`src/rtl/tfe_pkg.sv`:
```
// Shared types and header layout for the TensorFlowE command sequencer.
package tfe_pkg;

   // Header opcode field values
   typedef enum logic [1:0] {
      OP_LOAD  = 2'b00,
      OP_ACCUM = 2'b01,
      OP_READ  = 2'b10,
      OP_CLEAR = 2'b11
   } opcode_e;

   // Sequencer states
   typedef enum logic [2:0] {
      IDLE      = 3'd0,
      LOAD      = 3'd1,
      ACCUM     = 3'd2,
      READ      = 3'd3,
      READ_WAIT = 3'd4,
      CLEAR     = 3'd5
   } state_e;

   // Header byte layout: [7:6] opcode, [5:0] length minus one
   localparam int HDR_OPC_MSB = 7;
   localparam int HDR_OPC_LSB = 6;
   localparam int HDR_LEN_MSB = 5;
   localparam int HDR_LEN_LSB = 0;

   // Used to size the shared length/timeout counter
   function automatic int max_int(input int a, input int b);
      return (a > b) ? a : b;
   endfunction

endpackage

```
`src/rtl/tfe_cmd_sequencer.sv`:
```
// Host byte-stream parser that sequences write/read/clear/accumulate
// strobes into the TensorFlowE core and watches for read completion.
module tfe_cmd_sequencer
   import tfe_pkg::*;
#(
   parameter int DATA_W         = 8,
   parameter int LEN_W          = 6,
   parameter int TIMEOUT_CYCLES = 255
)(
   input  logic              clk,
   input  logic              rst_n,
   input  logic [DATA_W-1:0] in_data,
   input  logic              in_valid,
   output logic              in_ready,
   output logic [DATA_W-1:0] core_data,
   output logic              core_wr,
   output logic              core_read,
   output logic              core_clear,
   output logic              core_accu_en,
   input  logic              core_ena_out,
   output logic              busy,
   output logic              err
);

   // One counter serves both the packet length and the read timeout
   localparam int CNT_W = max_int(LEN_W + 1, $clog2(TIMEOUT_CYCLES + 1));

   state_e           state;
   logic [CNT_W-1:0] cnt;
   logic [CNT_W-1:0] cnt_dec;
   logic [CNT_W-1:0] n_val;
   logic [CNT_W-1:0] timeout_val;
   logic             accept;
   logic             cnt_last;
   opcode_e          hdr_op;

   // Bytes are taken only while parsing headers or streaming LOAD operands
   assign in_ready    = rst_n && ((state == IDLE) || (state == LOAD));
   assign accept      = in_valid && in_ready;
   assign hdr_op      = opcode_e'(in_data[HDR_OPC_MSB:HDR_OPC_LSB]);
   assign n_val       = CNT_W'(in_data[HDR_LEN_LSB +: LEN_W]) + CNT_W'(1);
   assign timeout_val = CNT_W'(TIMEOUT_CYCLES);
   // Saturating decrement: the counter never wraps below zero
   assign cnt_dec     = (cnt == '0) ? '0 : (cnt - CNT_W'(1));
   // True on the cycle whose decrement takes the counter to zero
   assign cnt_last    = (cnt <= CNT_W'(1));

   // Packet FSM with all core-facing outputs registered
   always_ff @(posedge clk or negedge rst_n) begin
      if (!rst_n) begin
         state        <= IDLE;
         cnt          <= '0;
         core_data    <= '0;
         core_wr      <= 1'b0;
         core_read    <= 1'b0;
         core_clear   <= 1'b0;
         core_accu_en <= 1'b0;
         busy         <= 1'b0;
         err          <= 1'b0;
      end else begin
         core_wr    <= 1'b0;
         core_read  <= 1'b0;
         core_clear <= 1'b0;
         case (state)
            IDLE: begin
               if (accept) begin
                  busy <= 1'b1;
                  case (hdr_op)
                     OP_LOAD: begin
                        state <= LOAD;
                        cnt   <= n_val;
                     end
                     OP_ACCUM: begin
                        state        <= ACCUM;
                        cnt          <= n_val;
                        core_accu_en <= 1'b1;
                     end
                     OP_READ: begin
                        state     <= READ;
                        cnt       <= timeout_val;
                        core_read <= 1'b1;
                     end
                     default: begin
                        state      <= CLEAR;
                        core_clear <= 1'b1;
                     end
                  endcase
               end
            end
            LOAD: begin
               if (accept) begin
                  core_data <= in_data;
                  core_wr   <= 1'b1;
                  cnt       <= cnt_dec;
                  if (cnt_last) begin
                     state <= IDLE;
                     busy  <= 1'b0;
                  end
               end
            end
            ACCUM: begin
               cnt <= cnt_dec;
               if (cnt_last) begin
                  core_accu_en <= 1'b0;
                  state        <= IDLE;
                  busy         <= 1'b0;
               end
            end
            READ: begin
               state <= READ_WAIT;
            end
            READ_WAIT: begin
               // Completion takes priority over a coincident timeout
               if (core_ena_out) begin
                  state <= IDLE;
                  busy  <= 1'b0;
               end else begin
                  cnt <= cnt_dec;
                  if (cnt_last) begin
                     err   <= 1'b1;
                     state <= IDLE;
                     busy  <= 1'b0;
                  end
               end
            end
            CLEAR: begin
               err   <= 1'b0;
               state <= IDLE;
               busy  <= 1'b0;
            end
            default: begin
               state        <= IDLE;
               busy         <= 1'b0;
               core_accu_en <= 1'b0;
            end
         endcase
      end
   end

endmodule
```
`config.mk`:
```
export PLATFORM = sky130hd
export DESIGN_NAME = tfe_cmd_sequencer
export DESIGN_NICKNAME = d
export VERILOG_FILES = /design/src/rtl/tfe_pkg.sv /design/src/rtl/tfe_cmd_sequencer.sv
export SDC_FILE = /design/constraint.sdc
export NUM_CORES = 1
export LEC_CHECK = 0
export BUFFER_PORTS_ARGS = -buffer_cell sky130_fd_sc_hd__buf_4
export CORE_MARGIN = 3
export CORE_UTILIZATION = 45
export DETAILED_ROUTE_END_ITERATION = 12
export GPL_ROUTABILITY_DRIVEN = 0
export PLACE_DENSITY = 0.69
export SETUP_SLACK_MARGIN = 0.5
export SLEW_MARGIN = 20
export SYNTH_ARGS = -nofsm -noshare
export SYNTH_HDL_FRONTEND = slang
export SYNTH_SLANG_ARGS = --single-unit
```
`constraint.sdc`:
```
create_clock -name clk -period 2 [get_ports clk]
set_input_delay 0.4 -clock clk [delete_from_list [all_inputs] [get_ports clk]]
set_output_delay 0.4 -clock clk [all_outputs]
set_load 0.05 [all_outputs]
```
; ---- After elaboration in Yosys (flattened, before gate mapping)
; Index checks and enable logic that the tools add are counted.
[classes]
n_eq_ne = 14
n_mux = 32
reduce_logical = 17
n_lt_le_gt_ge = 1
bitwise_logic = 2
n_addsub = 2
[ops]
columns = op, count
row1 = 2-to-1 mux 8 bit, 4
row2 = one-hot mux 8 bit (4 select lines), 1
row3 = 2-to-1 mux 1 bit, 17
row4 = one-hot mux 8 bit (2 select lines), 1
row5 = one-hot mux 3 bit (5 select lines), 1
row6 = 2-to-1 mux 3 bit, 4
row7 = "!= test 2 bit, second input constant", 5
row8 = one-hot mux 3 bit (3 select lines), 1
row9 = "<= comparator 8 x 1 -> 1 bit, second input constant", 1
row10 = zero test 8 bit, 1
row11 = "subtractor 8 x 1 -> 8 bit, second input constant", 1
row12 = "adder 6 x 1 -> 7 bit, second input constant", 1
row13 = "== test 3 x 2 -> 1 bit, second input constant", 2
row14 = "== test 3 bit, second input constant", 2
row15 = AND reduction 3 bit, 2
row16 = one-hot mux 1 bit (5 select lines), 1
row17 = AND reduction 5 bit, 1
row18 = AND reduction 2 bit, 2
row19 = AND reduction 4 bit, 1
row20 = nonzero test 4 bit, 1
row21 = OR reduction 4 bit, 1
row22 = "== test 3 x 1 -> 1 bit, second input constant", 1
row23 = zero test 3 bit, 1
row24 = "!= test 3 x 2 -> 1 bit, second input constant", 1
row25 = 12 further kinds, 14
[totals]
output_inout_bits = 15
ff_bits = 25

; ---- Depth between registers and ports, before layout
[logic_depth]
depth_word = 6
depth_mapped = 8

; ---- Worst setup path before layout
; No wires, ideal clock.
[synth_timing]
path_type = register -> output
from = register state[2]
to = output in_ready
arrival_time_ps = 1881
n_path_buf = 2
path_slack_ps = -281
path_stages_with_launch = 4
required_ps = 1600
path_cell_list = dfrtp_1 clkbuf_1 clkbuf_1 nor3b_1
[synth_via]
elab_chain_len = 3
[synth_lines]
columns = element, line_no
row1 = start: declaration, tfe_cmd_sequencer.sv:28  ; state_e state;
row2 = start signal: assignment, tfe_cmd_sequencer.sv:51  ; state <= IDLE;
row3 = start signal: assignment, tfe_cmd_sequencer.sv:70  ; state <= LOAD;
row4 = start signal: assignment, tfe_cmd_sequencer.sv:74  ; state <= ACCUM;
row5 = == test 3 x 1 -> 1 bit / zero test 3 bit (equally long branches), tfe_cmd_sequencer.sv:38  ; assign in_ready = rst_n && ((state == IDLE) || (state == LOAD));
row6 = logical OR 1 bit (*), tfe_cmd_sequencer.sv:38
row7 = logical AND 1 bit (*), tfe_cmd_sequencer.sv:38
row8 = end: declaration, tfe_cmd_sequencer.sv:14  ; output logic in_ready,
; Every way passes the cells marked *; elsewhere a longest branch is shown, timed or not.

; ---- Final worst setup path
[layout_timing]
from = register cnt[5]
to = register err
[layout_via]
elab_chain_len = 3
[layout_lines]
columns = element, line_no
row1 = start: declaration, tfe_cmd_sequencer.sv:29  ; logic [CNT_W-1:0] cnt;
row2 = start signal: assignment, tfe_cmd_sequencer.sv:71  ; cnt <= n_val;
row3 = start signal: assignment, tfe_cmd_sequencer.sv:75  ; cnt <= n_val;
row4 = start signal: assignment, tfe_cmd_sequencer.sv:80  ; cnt <= timeout_val;
row5 = <= comparator 8 x 1 -> 1 bit, tfe_cmd_sequencer.sv:46  ; assign cnt_last = (cnt <= CNT_W'(1));
row6 = != test 2 bit (no line), -
row7 = AND reduction 3 bit (no line), -
row8 = end signal: assignment, tfe_cmd_sequencer.sv:59  ; err <= 1'b0;
row9 = end signal: assignment, tfe_cmd_sequencer.sv:120  ; err <= 1'b1;
row10 = end signal: assignment, tfe_cmd_sequencer.sv:127  ; err <= 1'b0;
row11 = end: declaration, tfe_cmd_sequencer.sv:22  ; output logic err
; Every way passes these cells.
; A chain may end at the register's enable or synchronous reset.

==> summary.log <==
[finish] Layout area overhead 43.1%
[route] average via count per standard cell 5.88
[critical_path] flop-to-flop setup slack 0.05 ns
[clock_tree] clock slew at reported path FFs 0.16 ns
[grt] number of antenna violations at the first check in global routing 0
[placed_design] number of placed instances with taps included 240
[clock_tree] CTS tree built
[route] Initial DRC Count 79
[yosys] largest family of logic cells by synthesized area simple AND/OR/NAND/NOR gates
[finish] number of inserted diodes 0
[critical_path] arrival time of the worst setup path 2.23 ns
[yosys] Synth async-reset ratio 1.00
[pwr] total power consumption of the routed design 3820 uW
[sta] final setup violation count 0
[route] Residual DRC 0
[placed_design] post-detailed-placement half-perimeter wirelength 2830 um
[sta] worst hold slack 0.0829 ns
[finish] Multi-input gate area 1030 um^2
[sta] worst slew pin tran 0.465 ns
[finish] final cell count without fillers 261
[grt] GRT overflow 0
[critical_path] reg-to-reg critical path endpoint err
[clock_tree] clk buf depth 2
[floorplan] placeable core region 3200 um^2
[finish] register area 628 um^2
[yosys] most frequently used flop master after synthesis sky130_fd_sc_hd__dfrtp_1
[critical_path] startpoint-to-endpoint class of the critical path flip-flop to flip-flop
[job] max capacitance violation total 0
[pwr] LEAKAGE 0.000999 uW
[floorplan] die boundary width 65.5 um
[floorplan] Top Ports 27
[critical_path] endpoint required time on the critical path 2.28 ns
[sta] final setup skew 0.0118 ns
[sta] hold violation total from the final report 0
[pwr] Power Dens Cells 1680 nW/um^2
[pwr] maximum vdd ir drop 1030 uV
[yosys] fraction of the mapped netlist area in adder cells 0.0629
[hold_path] path category of the worst min-delay check input port to asynchronous set/reset pin
[clock_tree] htree depth 1
[floorplan] overall die area 4290 um^2
[grt] number of global-route vias before repair 1,484
[finish] net count reported at finish 238
[finish] share of cells above drive strength 1 0.424
[sta] unrepaired setup endpoints after global routing true
[yosys] simple-gate area share of the yosys netlist 0.207
[clock_tree] clock latency on the worst-skew pair 0.33 ns
[floorplan] std cell rows 20
[clock_tree] CTS sink count 25
[floorplan] initial core utilization 0.497
[yosys] number of enable flip-flop cells after synthesis 0
[yosys] xor/xnor share of the synthesized area 0.0220
[sta] Relative slew margins 0.682
[yosys] Syn Std Cell Area 1590 um^2
[yosys] mean post-synth cell area 9.25 um^2
[floorplan] Die Ht 65.5 um
[critical_path] biggest fanout along the worst timing path 6
[yosys] number of cells produced by synthesis 172
[grt] wire length of the first global-routing pass 6670 um
[sta] min cycle time layout 1.95 ns
[critical_path] Reg2Reg Depth 4
[critical_path] R2R Path Start cnt[5]
[yosys] net count of the mapped netlist 192
[sta] final worst setup slack 0.0483 ns
[placed_design] pre-CTS setup slack 0.116 ns
[route] count of nets left with antenna violations after detail routing 0
[yosys] complex-gate fraction of the synthesized area 0.205
[outcome] outcome finished, final reports clean
[sta] setup TNS 0 ns
[grt] total global routing track utilization 0.197
[yosys] post-synthesis mux area share 0.0354
[yosys] post-synth cell types 51
[sta] max-slew violation count 0
[route] vias after detailed routing 1,535
[route] Pre-antenna DRT Iters 5
[placed_design] number of buffers inserted by port buffering 26
[sta] final period utilization 0.976
[yosys] flip-flop and latch count after synthesis 25
[finish] filler instances 258
[route] average wire per standard cell 16.8 um
[critical_path] Setup crit end kind flip-flop
[clock_tree] TritonCTS buffer count 3
[critical_path] element type at the critical path start flip-flop
[clock_tree] cell at the root of the clock tree sky130_fd_sc_hd__clkbuf_4
[sta] achievable clock frequency 512 MHz
[yosys] sequential area share after synthesis 0.393
[route] overall routed net length 4390 um
[yosys] Synthesis Warnings 0
[grt] maximum number of pins on one net before global-route repair 20
==> sequential cells by signal (all words and copies together), names as in the netlist <==
register and cells:
cnt 8, core_data 8, state 3, busy 1
core_accu_en 1, core_clear 1, core_read 1, core_wr 1
err 1
==> cell type report <==
type                            count  area share
Clock buffer                        3     0.00989
Sequential cell                    25       0.276
Clock inverter                      1     0.00385
Timing Repair Buffer               55       0.210
Tap cell                           44      0.0242
Inverter                           13      0.0236
Multi-Input combinational cell    120       0.452
==> worst max-delay path by stage <==
| stage | startpoint | end | slack (ns) | depth (start not counted) |
|---|---|---|---|---|
| after floorplan | cnt[2] | err | 0.01 | 6 |
| after global placement | cnt[4] | err | 0.16 | 4 |
| after detailed placement | cnt[4] | err | 0.12 | 4 |
| after CTS | cnt[5] | err | 0.12 | 4 |
| after global routing | cnt[5] | err | -0.005 | 4 |
| final | cnt[5] | err | 0.05 | 4 |
==> cells by family after synthesis <==
group / after synthesis
compound gates: 50
xor+xnor: 4
fa+ha+maj: 8
buf+inv: 27
flops: 25
mux: 5
simple gates: 53
==> power by group <==
group          total (uW)  internal [uW]  switching (uW)
clock network         249           81.5             168
logic                2640           1170            1470
registers             935            724             211
==> routing by layer <==
layer / up-vias / GRT usage / wire, um
li1: 728 / - / -
met1: 739 / 0.252 / 1780
met2: 58 / 0.346 / 2250
met3: 10 / 0.0274 / 306
met4: 0 / 0.0492 / 62
met5: - / 0 / 0
==> critical path, stage by stage, from the launching register on <==
cell and delay [ns]:
sky130_fd_sc_hd__dfrtp_1 0.42, sky130_fd_sc_hd__or4_4 0.54, sky130_fd_sc_hd__or4_4 0.49, sky130_fd_sc_hd__nor4b_2 0.28, sky130_fd_sc_hd__o22a_1 0.18
==> what timing repair did <==
| item | CTS | global route |
|---|---|---|
| buffers inserted | 4 | 11 |
| endpoints found under the setup margin | 23 | 24 |
| resized for setup | 6 | 23 |
| hold buffers | 1 | 0 |
| pin swaps | 3 | 5 |
| gates cloned | 0 | 1 |
| hold endpoints to repair | 7 | 0 |
==> per-stage QoR <==
| stage | utilization | cell area, um^2 |
|---|---|---|
| 2_1_floorplan | - | 1730 |
| 3_3_place_gp | 0.608 | 1950 |
| 3_5_place_dp | 0.608 | 1950 |
| 4_1_cts | 0.637 | 2040 |
| 5_1_grt | 0.711 | 2280 |
| 6_report | 0.711 | 2280 |
==> cell usage after synthesis, types with 3 or more instances <==
cell type	count	area, um^2
sky130_fd_sc_hd__xnor2_1	3	26.3
sky130_fd_sc_hd__and3_1	4	25.0
sky130_fd_sc_hd__inv_1	13	48.8
sky130_fd_sc_hd__a21oi_1	5	25.0
sky130_fd_sc_hd__dfrtp_1	25	626
sky130_fd_sc_hd__ha_1	8	100
sky130_fd_sc_hd__mux2_2	5	56.3
sky130_fd_sc_hd__nand3_1	3	15.0
sky130_fd_sc_hd__o211ai_1	3	22.5
sky130_fd_sc_hd__o21ai_0	17	85.1
sky130_fd_sc_hd__nor3_1	8	40.0
sky130_fd_sc_hd__a31oi_1	5	31.3
sky130_fd_sc_hd__nor2_1	5	18.8
sky130_fd_sc_hd__or3_1	4	25.0
sky130_fd_sc_hd__nand2_1	8	30.0
sky130_fd_sc_hd__nor4_1	4	25.0
sky130_fd_sc_hd__clkbuf_1	9	33.8
==> layout by cell type, fill, tap and decap left out, types with 3 or more instances in the layout <==
cell                       instances
sky130_fd_sc_hd__buf_4            45
sky130_fd_sc_hd__ha_1              7
sky130_fd_sc_hd__a21oi_1           5
sky130_fd_sc_hd__dfrtp_1          23
sky130_fd_sc_hd__o211ai_1          3
sky130_fd_sc_hd__nor4_4            3
sky130_fd_sc_hd__xnor2_1           3
sky130_fd_sc_hd__and3_1            4
sky130_fd_sc_hd__nor3_1            7
sky130_fd_sc_hd__or3_1             3
sky130_fd_sc_hd__inv_1            11
sky130_fd_sc_hd__nor2_1            4
sky130_fd_sc_hd__clkbuf_4          3
sky130_fd_sc_hd__a31oi_1           5
sky130_fd_sc_hd__o21ai_1           6
sky130_fd_sc_hd__buf_6             5
sky130_fd_sc_hd__nand2_1           7
sky130_fd_sc_hd__o21ai_0          10
sky130_fd_sc_hd__mux2_2            4
Power figures use the tool's default switching activity.
